### config.mk
export PLATFORM = sky130hd
export DESIGN_NAME = mm_job_sequencer
export DESIGN_NICKNAME = d
export VERILOG_FILES = /design/src/rtl/mm_job_sequencer.sv
export SDC_FILE = /design/constraint.sdc
export NUM_CORES = 1
export LEC_CHECK = 0
export ABC_CLOCK_PERIOD_IN_PS = 3200
export BUFFER_PORTS_ARGS = -buffer_cell sky130_fd_sc_hd__buf_4
export CAP_MARGIN = 40
export CORE_AREA = 2 2 177 179
export CTS_BUF_LIST = sky130_fd_sc_hd__clkbuf_8
export DETAILED_ROUTE_END_ITERATION = 6
export DIE_AREA = 0 0 179 181
export PLACE_DENSITY_LB_ADDON = 0.25
export SETUP_SLACK_MARGIN = 0.4
export SYNTH_ARGS = -nofsm -noshare
export SYNTH_HDL_FRONTEND = slang
export SYNTH_SLANG_ARGS = --single-unit
export TNS_END_PERCENT = 30
### constraint.sdc
create_clock -name clk_i -period 3.2 [get_ports clk_i]
set_clock_uncertainty 0.15 [all_clocks]
set_input_delay 0.16 -clock clk_i [delete_from_list [all_inputs] [get_ports clk_i]]
set_output_delay 0.16 -clock clk_i [all_outputs]
set_load 0.02 [all_outputs]
### src/rtl/mm_job_sequencer.sv
// Job controller for a sum_stationary array: buffers A/B, clears the array, feeds N beats,
// waits for completion and returns C row by row. Optional WAIT timeout under MM_SEQ_TIMEOUT_EN.
module mm_job_sequencer #(
  parameter int DATA_WIDTH   = 8,
  parameter int N            = 4,
  parameter int C_DATA_WIDTH = 2*DATA_WIDTH+$clog2(N),
  parameter int WAIT_LIMIT   = 4*N
) (
  input  logic                                clk_i,
  input  logic                                reset_i,
  input  logic                                op_we_i,
  input  logic                                op_sel_i,
  input  logic [$clog2(N*N)-1:0]              op_addr_i,
  input  logic [DATA_WIDTH-1:0]               op_wdata_i,
  input  logic                                start_i,
  output logic                                busy_o,
  output logic                                done_o,
  output logic                                error_o,
  output logic                                arr_reset_o,
  output logic                                arr_valid_o,
  output logic [N-1:0][DATA_WIDTH-1:0]        arr_a_o,
  output logic [N-1:0][DATA_WIDTH-1:0]        arr_b_o,
  input  logic                                arr_valid_i,
  input  logic [N*N-1:0][C_DATA_WIDTH-1:0]    arr_c_i,
  output logic                                res_valid_o,
  input  logic                                res_ready_i,
  output logic [$clog2(N)-1:0]                res_row_o,
  output logic [N-1:0][C_DATA_WIDTH-1:0]      res_data_o
);

  localparam int AW = $clog2(N*N);
  localparam int KW = $clog2(N);

  typedef enum logic [2:0] {ST_IDLE, ST_CLEAR, ST_FEED, ST_WAIT, ST_DRAIN} state_t;

  state_t                       state_r;
  logic [KW-1:0]                k_r;
  logic [KW-1:0]                r_r;
  logic [KW-1:0]                beat_idx_s;
  logic [DATA_WIDTH-1:0]        a_mem_r [N*N];
  logic [DATA_WIDTH-1:0]        b_mem_r [N*N];
  logic [N-1:0][DATA_WIDTH-1:0] feed_a_s;
  logic [N-1:0][DATA_WIDTH-1:0] feed_b_s;
  logic                         error_r;

  assign arr_reset_o = reset_i | (state_r == ST_CLEAR);
  assign res_row_o   = r_r;
  assign error_o     = error_r;

  // Operand buffers: host writes land only while idle
  always_ff @(posedge clk_i) begin
    if (state_r == ST_IDLE && op_we_i) begin
      if (op_sel_i) b_mem_r[op_addr_i] <= op_wdata_i;
      else          a_mem_r[op_addr_i] <= op_wdata_i;
    end
  end

  // Operands for the beat that the next edge puts on the array bus
  always_comb begin
    beat_idx_s = '0;
    if (state_r == ST_FEED && k_r != KW'(N-1)) beat_idx_s = k_r + 1'b1;
    else                                       beat_idx_s = '0;
    for (int i = 0; i < N; i++) begin
      feed_a_s[i] = a_mem_r[AW'(i*N) + AW'(beat_idx_s)];
      feed_b_s[i] = b_mem_r[AW'(beat_idx_s) * AW'(N) + AW'(i)];
    end
  end

  // The array holds c_o while valid_o is high, so the row is read straight through
  always_comb begin
    for (int j = 0; j < N; j++) res_data_o[j] = arr_c_i[AW'(r_r) * AW'(N) + AW'(j)];
  end

`ifdef MM_SEQ_TIMEOUT_EN
  localparam int WCW = $clog2(WAIT_LIMIT+1);
  logic [WCW-1:0] wait_cnt_r;
  logic           tmo_r;
`endif

  // Job sequencing FSM with registered array and result handshake outputs
  always_ff @(posedge clk_i or posedge reset_i) begin
    if (reset_i) begin
      state_r     <= ST_IDLE;
      k_r         <= '0;
      r_r         <= '0;
      busy_o      <= 1'b0;
      done_o      <= 1'b0;
      arr_valid_o <= 1'b0;
      arr_a_o     <= '0;
      arr_b_o     <= '0;
      res_valid_o <= 1'b0;
`ifdef MM_SEQ_TIMEOUT_EN
      wait_cnt_r  <= '0;
      tmo_r       <= 1'b0;
      error_r     <= 1'b0;
`endif
    end else begin
      done_o <= 1'b0;
      case (state_r)
        ST_IDLE: begin
          if (start_i) begin
            state_r <= ST_CLEAR;
            busy_o  <= 1'b1;
          end
        end
        ST_CLEAR: begin
`ifdef MM_SEQ_TIMEOUT_EN
          if (tmo_r) begin
            state_r <= ST_IDLE;
            busy_o  <= 1'b0;
            tmo_r   <= 1'b0;
          end else
`endif
          begin
            state_r     <= ST_FEED;
            k_r         <= '0;
            arr_valid_o <= 1'b1;
            arr_a_o     <= feed_a_s;
            arr_b_o     <= feed_b_s;
          end
        end
        ST_FEED: begin
          if (k_r == KW'(N-1)) begin
            state_r     <= ST_WAIT;
            arr_valid_o <= 1'b0;
            arr_a_o     <= '0;
            arr_b_o     <= '0;
`ifdef MM_SEQ_TIMEOUT_EN
            wait_cnt_r  <= '0;
`endif
          end else begin
            k_r     <= k_r + 1'b1;
            arr_a_o <= feed_a_s;
            arr_b_o <= feed_b_s;
          end
        end
        ST_WAIT: begin
          if (arr_valid_i) begin
            state_r     <= ST_DRAIN;
            r_r         <= '0;
            res_valid_o <= 1'b1;
          end
`ifdef MM_SEQ_TIMEOUT_EN
          else if (wait_cnt_r == WCW'(WAIT_LIMIT-1)) begin
            state_r <= ST_CLEAR;
            error_r <= 1'b1;
            tmo_r   <= 1'b1;
          end else begin
            wait_cnt_r <= wait_cnt_r + 1'b1;
          end
`endif
        end
        ST_DRAIN: begin
          if (res_ready_i) begin
            if (r_r == KW'(N-1)) begin
              state_r     <= ST_IDLE;
              r_r         <= '0;
              res_valid_o <= 1'b0;
              busy_o      <= 1'b0;
              done_o      <= 1'b1;
            end else begin
              r_r <= r_r + 1'b1;
            end
          end
        end
        default: begin
          state_r     <= ST_IDLE;
          busy_o      <= 1'b0;
          arr_valid_o <= 1'b0;
          res_valid_o <= 1'b0;
        end
      endcase
    end
  end

`ifndef MM_SEQ_TIMEOUT_EN
  assign error_r = 1'b0;
`endif

endmodule

==> results.sh, run 1 <==
export IMPL_status="complete, no violations"
export IMPL_syn_inst=1116
export IMPL_min_period_ns=2.62
export IMPL_holdPathEnd="b_mem_r[12][1]$_DFFE_PP_"
export IMPL_dieArea_mm2=0.0324
export IMPL_wl_met1_um=22100
export IMPL_final_core_util_pct=67.5
export IMPL_seq_area_frac_synth_pct=62.6
export IMPL_p_switching_mw=7.34
export IMPL_ys_types=34
export IMPL_power_frac_comb_pct=48.4
export IMPL_register_area_mm2=0.00958
export IMPL_ioPinCount=451
export IMPL_syn_cell_area_mm2=0.0153
export IMPL_cts_buffers=51
export IMPL_worstSetupPathType="reg -> reg"
export IMPL_synthArstFlopShare_pct=22.7
export IMPL_final_common_cell="buf_4"
export IMPL_hold_viol=0
export IMPL_dr_wl_met2_um=26800
export IMPL_synthFlopType="edfxtp_1"
export IMPL_setup_tns_ns=0
export IMPL_drv_cap=0
export IMPL_drt_wl_total_um=59600
export IMPL_grtUsageTotal_pct=36.5
export IMPL_max_slew_margin_rel_pct=28.0
export IMPL_yosys_area_top_type="edfxtp_1"
export IMPL_min_path_type="in -> reg"
export IMPL_p_seq_share_pct=32.2
export IMPL_synth_top_area_share_pct=50.3
export IMPL_cts_buffer_depth=3
export IMPL_grt_setup_unrepaired="false"
export IMPL_vdd_ir_drop_max_mv=0.855
export IMPL_placementRows=64
export IMPL_p_leak_nw=7.75
export IMPL_drcViolationCount=0
export IMPL_nets=1897
export IMPL_regToRegSetupSlack_ns=0.58
export IMPL_drt_first_pass_iters=5
export IMPL_synth_nets=1425
export IMPL_core_mm2=0.0303
export IMPL_synth_area_leaders="edfxtp_1, dfrtp_1, mux4_2, a21oi_1, o41ai_1"
export IMPL_met3_length_um=9250
export IMPL_ant_nets=0
export IMPL_viasPerCell=6.19
export IMPL_clock_root_buffer="clkbuf_8"
export IMPL_start_util_pct=50.4
export IMPL_cts_max_level=2
export IMPL_drtIter0Drc=1688
export IMPL_antenna_found_initial=12
export IMPL_synth_seq_cells=331
export IMPL_cp_end_kind="flip-flop"
export IMPL_start_kind="flip-flop"
export IMPL_globalRouteOverflowTotal=0
export IMPL_r2r_end="arr_a_o[24]$_DFFE_PP0P_"
export IMPL_synth_area_per_cell_um2=13.7
export IMPL_design_area_mm2=0.0205
export IMPL_worst_slew_pin_slew_ns=1.08
export IMPL_gp_congestion=0.986
export IMPL_vias=12600
export IMPL_fmaxAchievable_ghz=0.381
export IMPL_crit_fanout=23
export IMPL_rr_worst_depth=6
export IMPL_timing_rr_start="k_r[0]$_DFFE_PP0P_"
export IMPL_grt_pass1_wl_um=84000
export IMPL_grt_max_degree=259
export IMPL_place_area_mm2=0.0192
export IMPL_slew_viol_final=0
export IMPL_post_route_period_util_pct=82.0
export IMPL_clock_sinks=331
export IMPL_die_h_um=181
export IMPL_switching_share_pct=41.4
export IMPL_clk_latency_ns=0.59
export IMPL_fillers=2189
export IMPL_area_growth_pct=33.9
export IMPL_multi_input_area_mm2=0.00530
export IMPL_wire_per_inst_um=29.3
export IMPL_yosys_warnings=0
export IMPL_setup_viol=0
export IMPL_highest_layer="met5"
export IMPL_hold_depth=3
export IMPL_final_cell_mix="buf_4, edfxtp_1, a21oi_1"
export IMPL_cts_tree="yes"
export IMPL_grt_pass1_vias=12300
export IMPL_worst_endpoint_arrival_ns=2.91
export IMPL_power_frac_clock_pct=19.4
export IMPL_p_per_area_mw_per_mm2=865
export IMPL_fp_dieW_um=179
export IMPL_worstHoldStart="op_addr_i[1]"
export IMPL_critPathRequiredTime_ns=3.49
export IMPL_post_dp_hpwl_um=42100
export IMPL_intPower_mw=10.4
export IMPL_synth_edff_count=256
export IMPL_drive_gt1_share_pct=40.1
export IMPL_clk_transition_reported_paths_ns=0.07
export IMPL_numPortBuffers=449
power groups by stage:
stage          logic (mW)  clock network [mW]  registers, mW
2_1_floorplan        4.66                   0           6.08
3_3_place_gp         8.04                   0           5.91
3_5_place_dp         8.32                   0           5.79
4_1_cts              8.43                3.45           5.70
5_1_grt              9.08                3.65           5.74
6_report             8.57                3.44           5.70
cell families (layout without fill, tap and decap cells):
group           after synthesis  count (layout)  share of synthesized area (%)
fa+ha+maj                     2               2                          0.164
flops                       331             331                           62.6
compound gates              273             273                           11.7
mux                          76              76                           10.9
simple gates                328             328                           11.7
buf+inv                     105             619                           2.94
other cells                   1               8                         0.0245
state kept, by name (all words and copies together) (netlist names):
| signal | cells |
|---|---|
| state_r | 3 |
| busy_o | 1 |
| arr_b_o | 32 |
| arr_a_o | 32 |
| k_r | 2 |
| b_mem_r | 128 |
| res_valid_o | 1 |
| done_o | 1 |
| arr_valid_o | 1 |
| a_mem_r | 128 |
| res_row_o | 2 |
how the worst max path moves through the flow:
stage                        from                 endpoint  slack [ns]  depth (start not counted)
2_1_floorplan             reset_i              arr_reset_o        0.40                          2
6_report       k_r[0]$_DFFE_PP0P_  arr_a_o[24]$_DFFE_PP0P_        0.58                          6
3_5_place_dp   k_r[0]$_DFFE_PP0P_  arr_a_o[24]$_DFFE_PP0P_        0.44                          6
5_1_grt        k_r[0]$_DFFE_PP0P_  arr_b_o[19]$_DFFE_PP0P_        0.49                          6
3_3_place_gp   k_r[0]$_DFFE_PP0P_   arr_b_o[9]$_DFFE_PP0P_        0.53                          6
4_1_cts        k_r[0]$_DFFE_PP0P_  arr_b_o[19]$_DFFE_PP0P_        0.41                          6
through the flow:
stage,total power [mW],instances,setup slack [ns],hold slack [ns]
floorplan,10.7,1116,0.404,0.109
finish,17.7,2033,0.577,0.0296
global route,18.5,2029,0.486,0.0290
CTS,17.6,2025,0.414,0.00614
global placement,13.9,1910,0.530,0.123
detailed placement,14.1,1912,0.436,0.141
final cells by class:
cell class / instances / share of cell area [%]
Clock inverter: 37 / 1.01
Inverter: 5 / 0.0978
Antenna cell: 7 / 0.0856
Timing Repair Buffer: 519 / 19.8
Multi-Input combinational cell: 680 / 25.9
Tap cell: 396 / 2.42
Sequential cell: 331 / 46.8
Clock buffer: 58 / 3.90
Yosys cell counts (all sizes together), types with 2 or more instances:
cell type,count
edfxtp,256
a21oi,129
clkbuf,76
dfrtp,75
nand2,73
mux4,72
nand2b,71
nor2b,66
a211oi,65
o41ai,64
or3,64
nor2,31
buf,24
nor3,10
o21ai,7
inv,5
nand3,5
a22o,4
mux2i,3
nand3b,3
ha,2
o22a,2
worst max-delay path, cell delays in order (launching register included):
cell	delay, ns
dfrtp_4	0.49
ha_2	0.24
or4b_1	0.52
or2_4	0.39
buf_4	0.25
a211oi_1	0.29
o41ai_1	0.12
timing repair:
action / CTS / global route
resized for setup: 0 / 1
setup endpoints to repair: 42 / 47
endpoints found under the hold margin: 335 / 0
hold buffers: 17 / 0
buffers inserted: 1 / 1
routing by layer:
metal	global-route usage [%]	up-vias
met5	0	-
met4	11.0	4
met3	14.8	100
met2	53.1	860
met1	50.7	6315
li1	-	5315
Note: power is estimated with default switching activity, not from simulation.
==> run 2, diff against run 1 <==
Settings changed: ABC_CLOCK_PERIOD_IN_PS 3200 to 2600.
Clock period 3.2 ns to 2.6 ns, I/O delays scaled along.
==> results.sh, run 2 (synthesis gave the netlist of run 1 again) <==
export IMPL_antenna_found_initial=15
export IMPL_worstSetupPathType="reg -> reg"
export IMPL_grtUsageTotal_pct=39.4
export IMPL_drcViolationCount=0
export IMPL_regToRegSetupSlack_ns=0.14
export IMPL_p_per_area_mw_per_mm2=1140
export IMPL_slew_viol_final=0
export IMPL_fp_dieW_um=179
export IMPL_cts_max_level=2
export IMPL_viasPerCell=6.37
export IMPL_clock_sinks=331
export IMPL_vias=13300
export IMPL_cp_end_kind="flip-flop"
export IMPL_setup_viol=0
export IMPL_numPortBuffers=449
export IMPL_dieArea_mm2=0.0324
export IMPL_final_cell_mix="buf_4, edfxtp_1, a21oi_1"
export IMPL_drtIter0Drc=1682
export IMPL_start_kind="flip-flop"
export IMPL_timing_rr_start="k_r[0]$_DFFE_PP0P_"
export IMPL_wire_per_inst_um=33.1
export IMPL_cts_buffers=52
export IMPL_clk_transition_reported_paths_ns=0.07
export IMPL_clk_latency_ns=0.61
export IMPL_dp_slack_ns=0.102
export IMPL_vdd_ir_drop_max_mv=1.02
export IMPL_nets=1950
export IMPL_post_dp_hpwl_um=43500
export IMPL_critPathRequiredTime_ns=2.90
export IMPL_post_route_period_util_pct=94.7
export IMPL_critPathLaunch="k_r[0]$_DFFE_PP0P_"
export IMPL_start_util_pct=50.4
export IMPL_drv_cap=0
export IMPL_grt_pass1_wl_um=88800
export IMPL_final_setup_worst_slack_ns=0.137
export IMPL_hold_viol=0
export IMPL_area_growth_pct=45.7
export IMPL_fmaxAchievable_ghz=0.406
export IMPL_gp_congestion=0.976
export IMPL_grt_max_degree=259
export IMPL_place_area_mm2=0.0193
export IMPL_min_period_ns=2.46
export IMPL_core_mm2=0.0303
export IMPL_worst_endpoint_arrival_ns=2.76
export IMPL_crit_fanout=8
export IMPL_drt_wl_total_um=69100
export IMPL_grt_setup_unrepaired="true"
export IMPL_drt_first_pass_iters=5
export IMPL_grt_pass1_vias=12500
export IMPL_setup_tns_ns=0
export IMPL_p_leak_nw=8.45
export IMPL_cts_tree="yes"
export IMPL_die_h_um=181
export IMPL_worst_slew_pin_slew_ns=0.868
export IMPL_status="complete, no violations"
export IMPL_placementRows=64
export IMPL_clock_root_buffer="clkbuf_8"
export IMPL_min_path_type="in -> async"
export IMPL_ant_nets=0
export IMPL_power_total_mw=25.5
export IMPL_max_slew_margin_rel_pct=42.2
export IMPL_globalRouteOverflowTotal=0
export IMPL_cts_buffer_depth=3
export IMPL_ioPinCount=451
export IMPL_largestRegisters="a_mem_r x128, b_mem_r x128"
export IMPL_design_area_mm2=0.0223
export IMPL_drive_gt1_share_pct=47.2
export IMPL_final_common_cell="buf_4"
==> run 2: per-layer routing <==
layer	wire, µm	global-route usage [%]
met1	24100	51.6
met2	29700	56.3
met5	55	0
met4	3240	13.4
met3	12000	20.7
==> run 2: worst paths after layout <==
check | depth (start not counted) | endpoint
worst min-delay path | 4 | arr_a_o[13]$_DFFE_PP0P_
min in group clk_i | 4 | b_mem_r[14][7]$_DFFE_PP_
max in group asynchronous | 5 | arr_b_o[30]$_DFFE_PP0P_
worst max-delay path | 6 | arr_a_o[26]$_DFFE_PP0P_
worst max register to register | 6 | arr_a_o[26]$_DFFE_PP0P_
worst min register to register | 2 | arr_a_o[17]$_DFFE_PP0P_
==> run 2: final cells by class <==
type	count	area [µm²]
Sequential cell	331	9580
Clock buffer	58	798
Inverter	5	22.5
Clock inverter	38	180
Multi-Input combinational cell	680	5990
Timing Repair Buffer	571	5190
Antenna cell	9	22.5
Fill cell	1945	8070
Tap cell	396	495
==> run 2: repair_timing <==
item,CTS,global route
gates cloned,5,12
gates resized for setup,85,137
endpoints found under the hold margin,368,0
endpoints found under the setup margin,144,333
pin swaps,0,63
hold buffers,19,0
buffers inserted,19,5
==> run 2: where the power goes <==
group	internal (mW)	switching, mW
clock network	2.14	2.07
registers	6.41	0.572
logic	5.69	8.60
==> run 2: worst max-delay path, stage by stage (launching register included) <==
cell       delay, ns
dfrtp_4         0.50
ha_4            0.17
or4b_4          0.53
or2_4           0.38
clkbuf_16       0.24
a211oi_1        0.24
o41ai_1         0.11
==> run 2: stage by stage <==
stage / hold WS, ns / cells / utilization (%)
after floorplan: 0.0789 / 1116 / -
after global placement: 0.158 / 1923 / 63.8
after detailed placement: 0.168 / 1923 / 63.8
after CTS: 0.122 / 2062 / 69.9
after global routing: 0.142 / 2086 / 73.4
final: 0.146 / 2088 / 73.4
